**config.mk**
```make
export PLATFORM = sky130hd
export DESIGN_NAME = shift_arbiter
export DESIGN_NICKNAME = d
export VERILOG_FILES = /design/src/rtl/shift_pkg.sv /design/src/rtl/shift_arbiter_alu_shifter.sv /design/src/rtl/shift_arbiter_rr_arbiter.sv /design/src/rtl/shift_arbiter.sv
export SDC_FILE = /design/constraint.sdc
export NUM_CORES = 1
export LEC_CHECK = 0
export ABC_CLOCK_PERIOD_IN_PS = 11420
export BUFFER_PORTS_ARGS = -buffer_cell sky130_fd_sc_hd__buf_2
export CAP_MARGIN = 20
export CORE_ASPECT_RATIO = 1.1
export CORE_MARGIN = 3
export CORE_UTILIZATION = 45
export DETAILED_ROUTE_END_ITERATION = 10
export HOLD_SLACK_MARGIN = 0.02
export PLACE_DENSITY = 0.76
export SYNTH_ARGS = -nofsm -noshare
export SYNTH_HDL_FRONTEND = slang
export SYNTH_HIERARCHICAL = 1
export SYNTH_SLANG_ARGS = --single-unit
```
**constraint.sdc**
```tcl
create_clock -name clk -period 11.42 [get_ports clk]
set_input_delay 2.284 -clock clk [delete_from_list [all_inputs] [get_ports clk]]
set_output_delay 2.284 -clock clk [all_outputs]
set_load 0.01 [all_outputs]
```
**src/rtl/shift_pkg.sv**
```systemverilog
// Shared types and widths for the shared shift datapath and its arbiter.
package shift_pkg;

  localparam int XLEN    = 32;
  localparam int SHAMT_W = 5;

  typedef enum logic [1:0] {
    SHIFT_SLL = 2'b00,
    SHIFT_SRL = 2'b01,
    SHIFT_SRA = 2'b10,
    SHIFT_ILL = 2'b11
  } shift_type_e;

endpackage

```
**src/rtl/shift_arbiter_alu_shifter.sv**
```systemverilog
// Combinational 32-bit shifter: logical left/right, arithmetic right.
// The reserved type code yields zero and raises illegal_o.
module alu_shifter
  import shift_pkg::*;
(
  input  logic [XLEN-1:0]    a_i,
  input  logic [SHAMT_W-1:0] shamt_i,
  input  shift_type_e        type_i,
  output logic [XLEN-1:0]    result_o,
  output logic               illegal_o
);

  always_comb begin
    result_o  = '0;
    illegal_o = 1'b0;
    case (type_i)
      SHIFT_SLL: result_o = a_i << shamt_i;
      SHIFT_SRL: result_o = a_i >> shamt_i;
      SHIFT_SRA: result_o = $unsigned($signed(a_i) >>> shamt_i);
      default:   illegal_o = 1'b1;
    endcase
  end

endmodule

```
**src/rtl/shift_arbiter_rr_arbiter.sv**
```systemverilog
// Combinational round-robin arbiter: one-hot grant of the first request at or
// after ptr_i, wrapping to index 0. No grant when en_i is low.
module rr_arbiter #(
  parameter int N  = 2,
  parameter int PW = (N > 1) ? $clog2(N) : 1
) (
  input  logic [N-1:0]  req_i,
  input  logic [PW-1:0] ptr_i,
  input  logic          en_i,
  output logic [N-1:0]  grant_o
);

  logic [N-1:0] mask_hi;
  logic [N-1:0] req_hi;
  logic [N-1:0] first_hi;
  logic [N-1:0] first_all;

  // Requests at or above the pointer take priority over the wrapped ones.
  for (genvar gi = 0; gi < N; gi++) begin : g_mask
    assign mask_hi[gi] = (32'(gi) >= 32'(ptr_i));
  end

  assign req_hi    = req_i & mask_hi;
  assign first_hi  = req_hi & (~req_hi + N'(1));
  assign first_all = req_i & (~req_i + N'(1));

  always_comb begin
    grant_o = '0;
    if (en_i) begin
      grant_o = (|req_hi) ? first_hi : first_all;
    end
  end

endmodule

```
**src/rtl/shift_arbiter.sv**
```systemverilog
// Round-robin sharing of one shifter among NUM_REQ valid/ready requesters,
// with a single registered tagged response and a saturating contention counter.
module shift_arbiter
  import shift_pkg::*;
#(
  parameter int NUM_REQ = 2,
  parameter int ID_W    = (NUM_REQ > 1) ? $clog2(NUM_REQ) : 1,
  parameter int CNT_W   = 16
) (
  input  logic                       clk,
  input  logic                       rst,
  input  logic [NUM_REQ-1:0]         req_valid,
  output logic [NUM_REQ-1:0]         req_ready,
  input  logic [NUM_REQ*XLEN-1:0]    req_a,
  input  logic [NUM_REQ*SHAMT_W-1:0] req_shamt,
  input  logic [NUM_REQ*2-1:0]       req_type,
  output logic                       resp_valid,
  input  logic                       resp_ready,
  output logic [XLEN-1:0]            resp_result,
  output logic [ID_W-1:0]            resp_id,
  output logic                       resp_illegal,
  output logic [CNT_W-1:0]           contention_cnt
);

  localparam int CW = $clog2(NUM_REQ + 1);

  logic [NUM_REQ-1:0] grant;
  logic               can_accept;
  logic               accept;

  logic [XLEN-1:0]    op_a     [NUM_REQ];
  logic [SHAMT_W-1:0] op_shamt [NUM_REQ];
  logic [1:0]         op_type  [NUM_REQ];

  logic [XLEN-1:0]    sel_a;
  logic [SHAMT_W-1:0] sel_shamt;
  logic [1:0]         sel_type;
  logic [ID_W-1:0]    grant_idx;

  logic [XLEN-1:0]    shift_result;
  logic               shift_illegal;

  logic [CW-1:0]      nvalid;
  logic               contention;

  logic               valid_q,   valid_d;
  logic [XLEN-1:0]    result_q,  result_d;
  logic [ID_W-1:0]    id_q,      id_d;
  logic               illegal_q, illegal_d;
  logic [ID_W-1:0]    ptr_q,     ptr_d;
  logic [CNT_W-1:0]   cnt_q,     cnt_d;

  for (genvar gi = 0; gi < NUM_REQ; gi++) begin : g_unpack
    assign op_a[gi]     = req_a[XLEN*gi +: XLEN];
    assign op_shamt[gi] = req_shamt[SHAMT_W*gi +: SHAMT_W];
    assign op_type[gi]  = req_type[2*gi +: 2];
  end

  assign can_accept = !valid_q || resp_ready;

  rr_arbiter #(
    .N  (NUM_REQ),
    .PW (ID_W)
  ) u_rr_arbiter (
    .req_i   (req_valid),
    .ptr_i   (ptr_q),
    .en_i    (can_accept && !rst),
    .grant_o (grant)
  );

  assign req_ready = grant;
  assign accept    = |grant;

  // Grant is one-hot, so an AND-OR mux selects the winner's operands.
  always_comb begin
    sel_a     = '0;
    sel_shamt = '0;
    sel_type  = '0;
    grant_idx = '0;
    for (int i = 0; i < NUM_REQ; i++) begin
      if (grant[i]) begin
        sel_a     = sel_a | op_a[i];
        sel_shamt = sel_shamt | op_shamt[i];
        sel_type  = sel_type | op_type[i];
        grant_idx = ID_W'(i);
      end
    end
  end

  alu_shifter u_alu_shifter (
    .a_i       (sel_a),
    .shamt_i   (sel_shamt),
    .type_i    (shift_type_e'(sel_type)),
    .result_o  (shift_result),
    .illegal_o (shift_illegal)
  );

  always_comb begin
    nvalid = '0;
    for (int i = 0; i < NUM_REQ; i++) begin
      nvalid = nvalid + CW'(req_valid[i]);
    end
  end

  assign contention = (nvalid >= CW'(2));

  always_comb begin
    valid_d   = valid_q;
    result_d  = result_q;
    id_d      = id_q;
    illegal_d = illegal_q;
    ptr_d     = ptr_q;
    cnt_d     = cnt_q;
    if (accept) begin
      valid_d   = 1'b1;
      result_d  = shift_result;
      id_d      = grant_idx;
      illegal_d = shift_illegal;
      ptr_d     = (grant_idx == ID_W'(NUM_REQ - 1)) ? '0 : grant_idx + ID_W'(1);
    end else if (resp_ready) begin
      valid_d = 1'b0;
    end
    if (contention && (cnt_q != '1)) begin
      cnt_d = cnt_q + CNT_W'(1);
    end
  end

  always_ff @(posedge clk) begin
    if (rst) begin
      valid_q   <= 1'b0;
      result_q  <= '0;
      id_q      <= '0;
      illegal_q <= 1'b0;
      ptr_q     <= '0;
      cnt_q     <= '0;
    end else begin
      valid_q   <= valid_d;
      result_q  <= result_d;
      id_q      <= id_d;
      illegal_q <= illegal_d;
      ptr_q     <= ptr_d;
      cnt_q     <= cnt_d;
    end
  end

  assign resp_valid     = valid_q;
  assign resp_result    = result_q;
  assign resp_id        = id_q;
  assign resp_illegal   = illegal_q;
  assign contention_cnt = cnt_q;

endmodule

```
==> run metrics <==
combined area of all synthesized cells=6480 um2; Min Clock Period, post-route=just under 7 ns; number of antenna violations at the first check in global routing=0; met2 track demand over resource=between 40% and 50%; share of layout cells above drive strength 1=between 20% and 30%; WL per Instance=20.9 um; Worst Path Required=11.55 ns; Antenna Nets Post-Route=0; post-synth top area cell=dfxtp_1; Seq/Total Area, Yosys=between 10% and 20%; proportion of netlist area held by the largest area contributor=16.1%; H-tree depth=2; Yosys Warn Count=6; number of cells produced by synthesis=856; count of routing violations after the opening detailed-route iteration=1106; mean area per synthesized cell=~7.6 um2; flops & latches, synth=52; drt first pass iters=6; clock tree from TritonCTS=done; first-pass GRT wire length=36.2 mm; grt ovf=0; Setup TNS Final=0 ns; horizontal die dimension=120 um; fraction of synthesis flops using an asynchronous set or reset pin=0%; n_diodes=0; number of post-CTS setup repair buffers=0; Top FF cell, synth=dfxtp_1; total track usage=27.5%; Top Ports=136; clock tree root buffer cell=clkbuf_16; hpwl dp=roughly 17 mm; height of the chip=132 um; net switching power=0.285 mW; relative slew slack=a little over a quarter; peak ir drop on the vdd network=0.0000935 V; Max-cap violations=0; clock transition at the registers of the reported paths=0.07 ns; max-slew violation count=0; reported leakage power=2.79 nW; number of I/O port buffers=around 140; largest net degree at the start of global routing=82; layer with the highest usage after global routing=met2; run status=completed; met1 track demand over resource in global routing=37.2%; post-route clock skew=just over 0.01 ns; row count=45; Setup Crit Path Kind=in -> reg; most frequent cell after synthesis=nand2_1; number of nets in the synthesized netlist=between 900 and 1000; synth top area cells=dfxtp_1, mux2i_1, mux4_2; Clock Power Share=21.9%; class of the most critical hold timing path=reg -> reg; setup-violating endpoint count in the final report=0; total internal power=0.401 mW; Clock Sink Count=52; P&R area growth vs syn=12.3%; via count of the first global-routing pass=6601; cell area after placement=just over 7000 um2; DIE AREA=15900 um2; fill cell count=1394; maximum fanout along the worst path=57; f_max=148 MHz; total clock buffers created by CTS=5; Final Hold Fails=0; kind of capture point of the worst setup path=flip-flop; critical path data arrival time=6.91 ns; library cells used by synthesis=around 70; effective utilization at floorplan=46.4%; unrepaired setup endpoints after global routing=no; final instance area=7280 um2; proportion of power drawn by flip-flops and latches=28.6%; # nets final=1013; mean number of vias per cell=6.57; Global Route met3 Usage=4.12%; Resize count post-CTS=0; number of vias in the routed layout=around 7300; GP Congestion=1.01; switching portion of total power=between 40 and 50%; ranking of synthesized cells by instance count=nand2_1, a21oi_1, mux2i_1; Post-CTS Hold Fix Bufs=0; routed wire length=approximately 23 mm; worst skew pair latency=approximately 0.29 ns; element type at the critical path start=primary input; Comb power frac=49.4%; ratio of final minimum period to clock period=59.4%; transition time at the pin with the least slew margin=about 1.1 ns; remaining design rule violation count=0; Clock Path Buffers=2; core region area=approximately 14000 um2; number of enable-type register cells in the synthesized netlist=0; power per standard cell area=94.2 nW/um2
==> power by group through the flow <==
| stage | Sequential, mW | Combinational (mW) | Clock (mW) |
|---|---|---|---|
| 2_1_floorplan | 0.204 | 0.229 | 0 |
| 3_3_place_gp | 0.201 | 0.327 | 0 |
| 3_5_place_dp | 0.201 | 0.327 | 0 |
| 4_1_cts | 0.197 | 0.329 | 0.153 |
| 5_1_grt | 0.198 | 0.361 | 0.161 |
| 6_report | 0.196 | 0.339 | 0.150 |
==> per-layer routing <==
metal / part of all wire [%] / up-vias
met5: 0 / -
met4: 5.0 / 0
met3: 8.8 / 71
met2: 46 / 442
met1: 40 / 3440
li1: - / 3393
==> layout make-up <==
type | count | area [um2] | area share (%)
inverters | 10 | 37.5 | 0.516
multi-input cells | 714 | 5060 | 69.5
clock buffers | 5 | 125 | 1.72
clock inverters | 3 | 23.8 | 0.327
repair buffers | 146 | 758 | 10.4
flip-flops and latches | 52 | 1040 | 14.3
well taps | 188 | 235 | 3.23
==> cell usage in the layout (no fill, tap or decap), types with 10 or more instances in the layout <==
cell / n
nand3_1: 14
mux2_2: 43
o21ai_0: 40
mux2i_1: 69
buf_4: 11
nor2_1: 63
o22ai_1: 19
or2_2: 10
nand2_1: 127
nor3_1: 16
buf_2: 135
a211oi_1: 14
a21oi_1: 71
mux4_2: 23
a22o_1: 38
dfxtp_1: 52
nand2b_1: 12
nor2b_1: 14
==> worst max-delay path, stage by stage <==
cell,delay [ns]
buf_2,0.41
nor2b_1,0.30
nand2_1,0.12
a21oi_4,0.12
buf_4,0.40
a22o_2,0.82
buf_4,0.59
inv_2,0.32
a32oi_1,0.28
nor2_1,0.05
or3_4,0.36
a221o_1,0.36
a221o_1,0.29
nand2_1,0.06
a21oi_1,0.07
==> registers in the layout, summed over array words and instances (netlist names) <==
signal / flops
resp_result: 32
contention_cnt: 16
resp_illegal: 1
resp_valid: 1
resp_id: 1
ptr_q: 1
==> worst paths after layout <==
kind             startpoint         endpoint  slack, ns  depth (start not counted)
max                     rst  resp_result[18]       4.64                         15
min reg2reg  resp_result[4]   resp_result[4]       0.45                          2
max reg2reg      resp_valid  resp_result[18]       6.72                         15
min          resp_result[4]   resp_result[4]       0.45                          2
==> kinds of logic after synthesis <==
| family | count (synthesis) | synth area share, % |
|---|---|---|
| adders and majority gates | 1 | 0.193 |
| buffers and inverters | 90 | 6.50 |
| AOI/OAI and AO/OA | 276 | 29.0 |
| DFF | 52 | 16.1 |
| and+or+nand+nor | 300 | 21.6 |
| muxes | 137 | 26.7 |
==> through the flow <==
stage          total power, mW  setup slack (ns)  util, %  instances  hold slack [ns]
6_report                 0.686              4.64     52.1       1118            0.447
4_1_cts                  0.678              4.73     52.1       1118            0.450
3_5_place_dp             0.528              4.45     51.1       1110            0.441
2_1_floorplan            0.433              5.71        -        856            0.476
5_1_grt                  0.720              4.44     52.1       1118            0.464
3_3_place_gp             0.528              4.57     51.1       1110            0.440
No activity file was read; power rests on OpenSTA's default activity.
